<file path="src/rtl/pipeline_pkg.sv">
// Shared definitions for the five-stage pipeline hazard logic.
package pipeline_pkg;

   localparam logic [1:0] FWD_RF  = 2'b00;
   localparam logic [1:0] FWD_WB  = 2'b01;
   localparam logic [1:0] FWD_MEM = 2'b10;
   localparam logic [1:0] FWD_EX  = 2'b11;

   localparam logic [4:0] REG_ZERO = 5'd0;

   // Wide enough for the largest legal mult/div occupancy (15).
   localparam int MD_CNT_W = 4;

   typedef enum logic {
      MD_IDLE = 1'b0,
      MD_BUSY = 1'b1
   } md_state_t;

endpackage

</file>
<file path="src/rtl/fwd_select.sv">
// Forwarding select for one source register: EX > MEM > WB > regfile.
module fwd_select
   import pipeline_pkg::*;
(
   input  logic [4:0] src,
   input  logic [4:0] ex_rd,
   input  logic [4:0] mem_rd,
   input  logic [4:0] wb_rd,
   input  logic       ex_en,
   input  logic       mem_en,
   input  logic       wb_en,
   input  logic       ex_load,
   output logic [1:0] sel,
   output logic       ex_hit
);

   logic mem_hit;
   logic wb_hit;

   always_comb begin
      ex_hit  = ex_en  && (ex_rd  == src) && (src != REG_ZERO);
      mem_hit = mem_en && (mem_rd == src) && (src != REG_ZERO);
      wb_hit  = wb_en  && (wb_rd  == src) && (src != REG_ZERO);

      // A load in EX has no result yet; fall through to older stages.
      if (ex_hit && !ex_load) begin
         sel = FWD_EX;
      end else if (mem_hit) begin
         sel = FWD_MEM;
      end else if (wb_hit) begin
         sel = FWD_WB;
      end else begin
         sel = FWD_RF;
      end
   end

endmodule

</file>
<file path="src/rtl/hazard_sequencer.sv">
// Pipeline sequencing controller: forwarding, load-use/mult-div stalls, branch squash.
// Define HAZARD_MULDIV_STALL_EN to build the multi-cycle mult/div busy FSM.
module hazard_sequencer
   import pipeline_pkg::*;
#(
   parameter int MULDIV_CYCLES = 4,
   parameter int STALL_CNT_W   = 16
) (
   input  logic                   clk,
   input  logic                   reset,
   input  logic [4:0]             id_rs,
   input  logic [4:0]             id_rt,
   input  logic                   id_uses_rs,
   input  logic                   id_uses_rt,
   input  logic                   id_store_instr,
   input  logic                   id_muldiv,
   input  logic                   id_reads_hilo,
   input  logic [4:0]             ex_rd,
   input  logic [4:0]             mem_rd,
   input  logic [4:0]             wb_rd,
   input  logic                   ex_rf_enable,
   input  logic                   mem_rf_enable,
   input  logic                   wb_rf_enable,
   input  logic                   ex_load_instr,
   input  logic                   ex_branch_taken,
   output logic [1:0]             fwd_a,
   output logic [1:0]             fwd_b,
   output logic [1:0]             fwd_c,
   output logic                   pc_le,
   output logic                   npc_le,
   output logic                   if_id_le,
   output logic                   if_id_clr,
   output logic                   cu_s,
   output logic [STALL_CNT_W-1:0] stall_cycles
);

   logic [1:0] sel_a, sel_b, sel_c;
   logic       hit_a, hit_b, unused_hit_c;
   logic       ld_stall;
   logic       md_stall;
   logic       stall;

   fwd_select u_fwd_a (
      .src(id_rs), .ex_rd(ex_rd), .mem_rd(mem_rd), .wb_rd(wb_rd),
      .ex_en(ex_rf_enable), .mem_en(mem_rf_enable), .wb_en(wb_rf_enable),
      .ex_load(ex_load_instr), .sel(sel_a), .ex_hit(hit_a)
   );

   fwd_select u_fwd_b (
      .src(id_rt), .ex_rd(ex_rd), .mem_rd(mem_rd), .wb_rd(wb_rd),
      .ex_en(ex_rf_enable), .mem_en(mem_rf_enable), .wb_en(wb_rf_enable),
      .ex_load(ex_load_instr), .sel(sel_b), .ex_hit(hit_b)
   );

   fwd_select u_fwd_c (
      .src(id_rt), .ex_rd(ex_rd), .mem_rd(mem_rd), .wb_rd(wb_rd),
      .ex_en(ex_rf_enable), .mem_en(mem_rf_enable), .wb_en(wb_rf_enable),
      .ex_load(ex_load_instr), .sel(sel_c), .ex_hit(unused_hit_c)
   );

   // ex_hit already implies ex_rf_enable and a nonzero matching rd.
   assign ld_stall = ex_load_instr &&
                     ((id_uses_rs && hit_a) ||
                      (id_uses_rt && !id_store_instr && hit_b));

   assign stall = ld_stall || md_stall;

`ifdef HAZARD_MULDIV_STALL_EN
   md_state_t             state, state_nx;
   logic [MD_CNT_W-1:0]   md_cnt, md_cnt_nx;

   assign md_stall = (state == MD_BUSY) && (id_reads_hilo || id_muldiv);

   always_ff @(posedge clk) begin
      if (reset) begin
         state  <= MD_IDLE;
         md_cnt <= '0;
      end else begin
         state  <= state_nx;
         md_cnt <= md_cnt_nx;
      end
   end

   always_comb begin
      state_nx  = state;
      md_cnt_nx = md_cnt;
      case (state)
         MD_IDLE: begin
            if (id_muldiv && !stall) begin
               state_nx  = MD_BUSY;
               md_cnt_nx = MD_CNT_W'(MULDIV_CYCLES - 1);
            end
         end
         MD_BUSY: begin
            md_cnt_nx = md_cnt - MD_CNT_W'(1);
            if (md_cnt == MD_CNT_W'(1)) begin
               state_nx = MD_IDLE;
            end
         end
         default: begin
            state_nx  = MD_IDLE;
            md_cnt_nx = '0;
         end
      endcase
   end
`else
   logic unused_md;

   assign md_stall  = 1'b0;
   assign unused_md = &{1'b0, id_muldiv, id_reads_hilo, (MULDIV_CYCLES > 0)};
`endif

   always_ff @(posedge clk) begin
      if (reset) begin
         stall_cycles <= '0;
      end else if (stall && (stall_cycles != '1)) begin
         stall_cycles <= stall_cycles + STALL_CNT_W'(1);
      end
   end

   // A taken branch still advances PC/NPC during a stall so the target is
   // fetched once the held delay slot is released.
   always_comb begin
      fwd_a     = FWD_RF;
      fwd_b     = FWD_RF;
      fwd_c     = FWD_RF;
      pc_le     = 1'b1;
      npc_le    = 1'b1;
      if_id_le  = 1'b1;
      if_id_clr = 1'b0;
      cu_s      = 1'b1;
      if (!reset) begin
         fwd_a     = sel_a;
         fwd_b     = sel_b;
         fwd_c     = id_store_instr ? sel_c : FWD_RF;
         pc_le     = ex_branch_taken || !stall;
         npc_le    = ex_branch_taken || !stall;
         if_id_le  = !stall;
         if_id_clr = ex_branch_taken && !stall;
         cu_s      = stall;
      end
   end

endmodule

</file>
<file path="config.mk">
export PLATFORM = sky130hd
export DESIGN_NAME = hazard_sequencer
export DESIGN_NICKNAME = d
export VERILOG_FILES = /design/src/rtl/pipeline_pkg.sv /design/src/rtl/fwd_select.sv /design/src/rtl/hazard_sequencer.sv
export SDC_FILE = /design/constraint.sdc
export NUM_CORES = 1
export LEC_CHECK = 0
export ABC_AREA = 1
export CAP_MARGIN = 20
export CORE_AREA = 2 2 67 69
export DETAILED_ROUTE_END_ITERATION = 12
export DIE_AREA = 0 0 69 71
export PLACE_DENSITY = 0.84
export SYNTH_ARGS = -nofsm -noshare
export SYNTH_HDL_FRONTEND = slang
export SYNTH_SLANG_ARGS = --single-unit
export TNS_END_PERCENT = 50
</file>
<file path="constraint.sdc">
create_clock -name clk -period 1.7 [get_ports clk]
set_input_delay 0.255 -clock clk [delete_from_list [all_inputs] [get_ports clk]]
set_output_delay 0.255 -clock clk [all_outputs]
set_load 0.05 [all_outputs]
</file>
; Yosys cells after proc, flatten, opt, wreduce, memory -nomap -nowiden
; Cells that the tools add are included.
[op_classes]
n_mux = 14
add_sub_neg = 1
reduce_logical = 27
n_eq_ne = 7
[op_table]
columns = operator, n
row1 = == test 5 bit, 6
row2 = logical AND 1 bit, 20
row3 = adder 16 x 1 -> 16 bit (second input constant), 1
row4 = two-way mux 2 bit, 8
row5 = != test 16 bit (second input constant), 1
row6 = nonzero test 5 bit, 2
row7 = two-way mux 1 bit, 6
row8 = logical NOT 1 bit, 3
row9 = logical OR 1 bit, 2
[totals]
regBits = 16
elab_cells = 50

; Depth between registers and ports, before layout
; Gate-level depths: netlist (run 1).
[logic_depth]
ltp_word = 9
depth_mapped = 13

; Cells and area by module
; From an unflattened synthesis (run 1), not the netlist that was laid out.
[unflattened]
hier_cells = 458
hier_area_um2 = 2264.7
[by_module_without_submodules]
columns = module, n_inst, area_per_inst_um2, cells_per_inst
row1 = fwd_select, 3, 387.9, 92
row2 = hazard_sequencer, 1, 1101.1, 182

; Worst setup path before layout (run 1)
; Ideal clock, no wire load.
[synth_timing]
path_kind = input to output
startpoint = input port id_rt[2]
endpoint = output port if_id_clr
t_arrival_ps = 1850
t_required_ps = 1445
path_stages = 7
path_buffers = 0
setup_slack_ps = -405
cell_sequence = nor2_1 nand2_1 nor2_1 nor2_2 nand3_2 a21oi_1 nor3_1
[synth_via]
elab_chain_cells = 9
elab_cells_between_ends = 10
cone_classes = 1 x eq/ne / 1 x mux / 8 x reduce/logical
[synth_lines]
columns = item, line
row1 = "start, declared", hazard_sequencer.sv:12  ; input logic [4:0] id_rt,
row2 = == test 5 bit, fwd_select.sv:21  ; ex_hit = ex_en && (ex_rd == src) && (src != REG_ZERO);
row3 = logical AND 1 bit, fwd_select.sv:21
row4 = logical AND 1 bit (*), fwd_select.sv:21
row5 = logical AND 1 bit (*), hazard_sequencer.sv:64  ; (id_uses_rt && !id_store_instr && hit_b));
row6 = logical OR 1 bit (*), hazard_sequencer.sv:63  ; ((id_uses_rs && hit_a) ||
row7 = logical AND 1 bit (*), hazard_sequencer.sv:62  ; assign ld_stall = ex_load_instr &&
row8 = logical NOT 1 bit (*), hazard_sequencer.sv:139  ; if_id_clr = ex_branch_taken && !stall;
row9 = logical AND 1 bit (*), hazard_sequencer.sv:139
row10 = two-way mux 1 bit (*), hazard_sequencer.sv:132  ; if (!reset) begin
row11 = "end, declared", hazard_sequencer.sv:32  ; output logic if_id_clr,
; Every way passes the cells marked *; elsewhere a longest branch is shown, timed or not.

; Worst setup path in the final report (run 1)
[layout_timing]
startpoint = input port id_rt[3]
endpoint = output port fwd_b[0]
[layout_via]
elab_chain_cells = 7
elab_cells_between_ends = 15
cone_classes = 3 x eq/ne / 4 x mux / 8 x reduce/logical
[layout_lines]
columns = item, line
row1 = == test 5 bit, fwd_select.sv:23  ; wb_hit = wb_en && (wb_rd == src) && (src != REG_ZERO);
row2 = logical AND 1 bit (2 in a row), fwd_select.sv:23
row3 = two-way mux 1 bit, fwd_select.sv:30  ; end else if (wb_hit) begin
row4 = two-way mux 2 bit, fwd_select.sv:28  ; end else if (mem_hit) begin
row5 = two-way mux 2 bit (*), fwd_select.sv:26  ; if (ex_hit && !ex_load) begin
row6 = two-way mux 2 bit (*), hazard_sequencer.sv:132
row7 = "end, declared", hazard_sequencer.sv:27  ; output logic [1:0] fwd_b,
; Marks and branches as above.

==> results.json, run 1 <==
{
  "critical_path.cell_chain": "buf_4 > inv_4 > buf_4 > or2_2 > nand4_1 > nor2_1 > nand2_1 > nand2_2 > nand2_2 > inv_1 > buf_6",
  "r2r-start": "stall_cycles[7]",
  "grt_pass1_vias": 2271,
  "syn_inst": 321,
  "drive_gt1_frac": 0.425,
  "rsz0062_at_grt": "true",
  "clock_latency_ns": 0.25,
  "top_register": "stall_cycles",
  "p_per_area_nw_per_um2": 348,
  "syn_area_um2": 1830,
  "core_area_um2": 4200,
  "final_cell_mix": "84 x nand2_1, 51 x inv_1, 50 x buf_4",
  "clockRootBuffer": "clkbuf_8",
  "setup-violations-final": 1,
  "via_per_inst": 5.06,
  "layoutNonFillerInstCount": 468,
  "syn2layout_area_growth_pct": 66.5,
  "slowest_stage": "or2_2",
  "io_pins": 64,
  "wire_per_inst_um": 13.5,
  "dieArea_um2": 4900,
  "via_count": 2368,
  "clkSlewWorstSetupHoldPaths_ns": 0.07,
  "drv_slew": 0,
  "drcViolationCount": 0,
  "dp.final_hpwl_mm": 4.33,
  "die_width_um": 69,
  "htreeDepth": 1,
  "dieHeight_um": 71,
  "worst_slack_ns": -0.00236,
  "placed_cells": 455,
  "top_regs": "stall_cycles x16",
  "critical_path_class": "in -> out",
  "worstMarginPinSlew_ns": 0.358,
  "cp_data_required_time_ns": 1.44,
  "grt_max_degree": 31,
  "grt_pass1_wl_mm": 9.63,
  "clk_path_buf_depth": 2,
  "crit_path_start": "id_rt[3]",
  "avgSynthCellArea_um2": 5.69,
  "leakagePower_nw": 1.42,
  "gp_congestion": 0.894,
  "crit_path_start_kind": "input port",
  "worstHoldStart": "stall_cycles[5]",
  "maxSlewHeadroom": 0.762,
  "cp-end-kind": "primary output",
  "drt_iter0_drc": 152,
  "synth_nets": 359,
  "overflow": 0,
  "clock.fmax_ghz": 0.587,
  "initial_core_util": 0.435,
  "cp_max_fo": 4,
  "antenna_found_initial": 0,
  "layout_commonest_cell": "nand2_1",
  "drt_pass1_iterations": 4,
  "io_buffers": 61,
  "ys.flop_type": "dfxtp_1",
  "ys_seq_area_frac": 0.175,
  "min_period_ns": 1.70,
  "ant_nets": 0,
  "cts_tree": "done",
  "nFillCells": 303,
  "peakVddDrop_mv": 0.247,
  "hold_class": "reg -> reg",
  "outcome": "complete, but fails checks",
  "num_antenna_cells": 0,
  "nNetsFinal": 456,
  "min_period_over_period": 1.00,
  "largest_register_ffs": 16,
  "fin_skew_ns": 0.00166,
  "drt-total-wl_mm": 6.32,
  "synth_cell_types": 36,
  "slowest_delay_ns": 0.27,
  "maxCapViolCount": 0,
  "violations": "setup timing",
  "async_flop_share": 0,
  "arrival_ns": 1.45,
  "track_usage": 0.236,
  "synth_edf_count": 0,
  "rows": 24,
  "clkSinkCount": 16,
  "synth-warning-count": 0,
  "cts_made_buffers": 3,
  "seqCellArea_um2": 330,
  "post-place-ws_ns": -0.469,
  "multi_input_area_um2": 1400,
  "finalHoldViolCount": 0,
  "synth-seq-cells": 16
}
==> cell usage after synthesis, types with 2 or more instances <==
master	number	area share
nand2_1	92	0.19
clkinv_1	4	0.0082
xor2_1	5	0.024
a21oi_1	6	0.016
dfxtp_1	16	0.18
inv_2	6	0.012
xnor2_1	9	0.043
buf_4	3	0.012
inv_1	59	0.12
nand4_1	21	0.072
nor2_4	2	0.012
nand3_1	15	0.041
or2_2	2	0.0068
o21ai_0	3	0.0082
nor2_1	38	0.078
o22ai_1	2	0.0068
nor3_1	5	0.014
nand3_2	9	0.049
nor2_2	7	0.024
==> cell families (layout without fill, tap and decap cells) <==
group                    count (synthesis)  after routing  synth area share
flip-flops                              16             16             0.175
buffers and inverters                   77            172             0.178
adder cells (fa/ha/maj)                  1              1           0.00684
XOR/XNOR                                14             14            0.0671
AND/OR/NAND/NOR                        197            197             0.520
AO/OA/AOI/OAI                           16             16            0.0534
==> final timing paths <==
kind | endpoint | cells after the start | slack, ns
worst min-delay path | stall_cycles[5] | 4 | 0.53
worst max-delay path | fwd_b[0] | 11 | -0.002
worst max register to register | stall_cycles[15] | 10 | 0.06
worst min register to register | stall_cycles[5] | 4 | 0.53
==> worst max-delay path: cells and delay by family <==
kind                   cells  cell delay (ns)
buffers and inverters      5             0.48
and+or+nand+nor            6             0.71
==> through the flow <==
step,hold WS [ns],total power [W],area [um2],utilization,TNS (ns)
after floorplan,0.525,0.000537,1850,-,-0.315
after global placement,0.518,0.000713,2700,0.642,-9.19
after detailed placement,0.525,0.000717,2700,0.642,-9.93
after CTS,0.535,0.00101,2800,0.665,-0.0454
after global routing,0.581,0.00110,3040,0.724,-0.689
final,0.531,0.00106,3040,0.724,-0.00236
==> routing by layer <==
| layer | track usage | part of all wire | vias to the layer above |
|---|---|---|---|
| met2 | 0.442 | 0.52 | 100 |
| met5 | 0 | 0 | - |
| met4 | 0.0893 | 0.012 | 0 |
| met1 | 0.266 | 0.40 | 1075 |
| met3 | 0.0427 | 0.066 | 8 |
| li1 | - | - | 1185 |
==> what timing repair did <==
action | in CTS | in global routing
gates resized for setup | 121 | 65
setup buffers | 7 | 1
endpoints found under the setup margin | 27 | 27
hold buffers | 0 | 0
pin swaps | 35 | 35
cloned | 0 | 3
==> where the power goes <==
| group | leakage [nW] | internal, W | switching (W) |
|---|---|---|---|
| registers | 0.133 | 0.000375 | 0.000000813 |
| logic | 1.27 | 0.000181 | 0.000207 |
| clock network | 0.0216 | 0.000157 | 0.000138 |
| total | 1.42 | 0.000714 | 0.000346 |
==> cell type report <==
type | instances | area share
multi-input cells | 228 | 0.459
inverters | 69 | 0.0875
repair buffers | 100 | 0.310
flip-flops and latches | 16 | 0.109
clock buffers | 3 | 0.0136
well taps | 52 | 0.0214
Note: power is estimated with default switching activity, not from simulation.
==> run 2: changes to the inputs <==
--- a/config.mk
+++ b/config.mk
@@ -14,4 +14,4 @@
 export SYNTH_ARGS = -nofsm -noshare
 export SYNTH_HDL_FRONTEND = slang
 export SYNTH_SLANG_ARGS = --single-unit
-export TNS_END_PERCENT = 50
+export TNS_END_PERCENT = 30
==> constraint.sdc (replaced) <==
create_clock -name clk -period 1.7 [get_ports clk]
set_input_delay 0.34 -clock clk [delete_from_list [all_inputs] [get_ports clk]]
set_output_delay 0.34 -clock clk [all_outputs]
set_load 0.05 [all_outputs]
==> run 2 against run 1 <==
  * Power up 14%
  * First-iteration DRC count up 9.2%
  * Sequential share of layout area fell by 0.63 points
  * Global-route usage up 0.33 points
  * Largest power group unchanged
  * Clock power grew 22%
  * Non-clock buffer count decreased by 6
  * Flip-flop and latch count stayed put
  * Sequential power barely moved
  * Hold slack gained 0.0013 ns
  * The flow still finishes with violations (setup timing)
  * Wire length grew 10%
  * Core utilization increased by 4.4 points
  * Clock skew grew 0.0016 ns
==> results.json, run 2 (synthesis gave the netlist of run 1 again) <==
{
  "dieHeight_um": 71,
  "r2r-start": "stall_cycles[0]",
  "drt_iter0_drc": 166,
  "core_area_um2": 4200,
  "rsz0062_at_grt": "true",
  "min_period_over_period": 1.13,
  "via_count": 2477,
  "clock.fmax_ghz": 0.522,
  "num_antenna_cells": 0,
  "overflow": 0,
  "whs_ns": 0.533,
  "htreeDepth": 1,
  "antenna_found_initial": 0,
  "cp_max_fo": 2,
  "finalHoldViolCount": 0,
  "track_usage": 0.240,
  "grt_max_degree": 31,
  "crit_path_start": "mem_rf_enable",
  "nNetsFinal": 450,
  "critical_path_class": "in -> out",
  "hold_class": "reg -> reg",
  "peakVddDrop_mv": 0.242,
  "clock_latency_ns": 0.26,
  "drt_pass1_iterations": 6,
  "clkSlewWorstSetupHoldPaths_ns": 0.07,
  "nFillCells": 276,
  "pwr-share-comb": 0.391,
  "grt_pass1_vias": 2262,
  "power.net_switching_w": 0.000406,
  "ant_nets": 0,
  "wire_per_inst_um": 15.0,
  "seq_power_share": 0.311,
  "initial_core_util": 0.435,
  "worst_slack_ns": -0.217,
  "finalPower_w": 0.00121,
  "cts_tree": "done",
  "layout_commonest_cell": "nand2_1",
  "drt-total-wl_mm": 6.95,
  "dp.final_hpwl_mm": 4.17,
  "worstMarginPinSlew_ns": 0.348,
  "gp_congestion": 0.875,
  "grt_pass1_wl_mm": 9.66,
  "final_cell_mix": "70 x nand2_1, 49 x inv_1, 46 x buf_4",
  "arrival_ns": 1.58,
  "cp_data_required_time_ns": 1.36,
  "pwr-share-clk": 0.297,
  "top_regs": "stall_cycles x16",
  "intPower_w": 0.000803,
  "cts_made_buffers": 3,
  "drive_gt1_frac": 0.477,
  "die_width_um": 69,
  "io_buffers": 61,
  "switching_share": 0.336,
  "via_per_inst": 5.35,
  "min_period_ns": 1.92,
  "leakagePower_nw": 1.47,
  "fin_skew_ns": 0.00330,
  "p_per_area_nw_per_um2": 374,
  "rows": 24,
  "clk_path_buf_depth": 2,
  "drv_slew": 0,
  "clkSinkCount": 16,
  "dieArea_um2": 4900,
  "top_register": "stall_cycles",
  "cp-end-kind": "primary output",
  "largest_register_ffs": 16,
  "worstHoldStart": "stall_cycles[5]",
  "crit_path_start_kind": "input port",
  "outcome": "complete, but fails checks",
  "drcViolationCount": 0,
  "syn2layout_area_growth_pct": 76.7,
  "violations": "setup timing",
  "maxSlewHeadroom": 0.768,
  "io_pins": 64,
  "clockRootBuffer": "clkbuf_8",
  "setup-violations-final": 13,
  "maxCapViolCount": 0
}
## run 2: what timing repair did
item                       in CTS  in global routing
setup endpoints to repair      27                 27
resized for setup             138                116
hold buffers                    0                  0
pin swaps                      42                 47
buffers inserted                2                  2
## run 2: layout make-up
type | instances | area [um2] | share of cell area
tap | 52 | 65.1 | 0.0201
multi-input combinational | 228 | 1540 | 0.475
timing repair buffer | 94 | 943 | 0.292
inverter | 69 | 302 | 0.0933
clock buffer | 4 | 55.1 | 0.0170
sequential | 16 | 330 | 0.102
## run 2: stage by stage
stage | cell area [um2] | instances | worst slack (ns) | utilization | setup TNS [ns]
finish | 3230 | 463 | -0.217 | 0.768 | -1.65
global route | 3230 | 463 | -0.254 | 0.768 | -2.79
global placement | 2760 | 456 | -0.611 | 0.656 | -12.77
floorplan | 1910 | 321 | -0.194 | - | -0.601
CTS | 2900 | 462 | -0.199 | 0.689 | -1.50
detailed placement | 2760 | 456 | -0.641 | 0.656 | -13.55
## run 2: path summary, 6_finish.rpt
check                         end  slack (ns)  depth (start not counted)
setup / recovery         fwd_c[1]       -0.22                          9
hold / removal    stall_cycles[5]        0.53                          4
setup reg to reg  stall_cycles[6]        0.08                          9
hold reg to reg   stall_cycles[5]        0.53                          4
## run 2: power by group through the flow
stage	registers, W	clock network [W]	logic [W]
after floorplan	0.000387	0	0.000156
after global placement	0.000385	0	0.000338
after detailed placement	0.000385	0	0.000343
after CTS	0.000376	0.000356	0.000358
after global routing	0.000376	0.000380	0.000496
final	0.000376	0.000359	0.000473
## run 2: critical path: stages
cell	delay (ns)
clkdlybuf4s15_1	0.24
o21a_1	0.15
nand2_1	0.10
nor3_2	0.16
nand2_1	0.12
nand2_2	0.10
inv_4	0.05
nor3_4	0.14
buf_12	0.16
## run 2: routing by layer
layer / vias to the layer above / routed length (um) / track usage
li1: 1179 / - / -
met1: 1139 / 2650 / 0.276
met2: 118 / 3450 / 0.428
met3: 41 / 432 / 0.0442
met4: 0 / 421 / 0.113
met5: - / 0 / 0
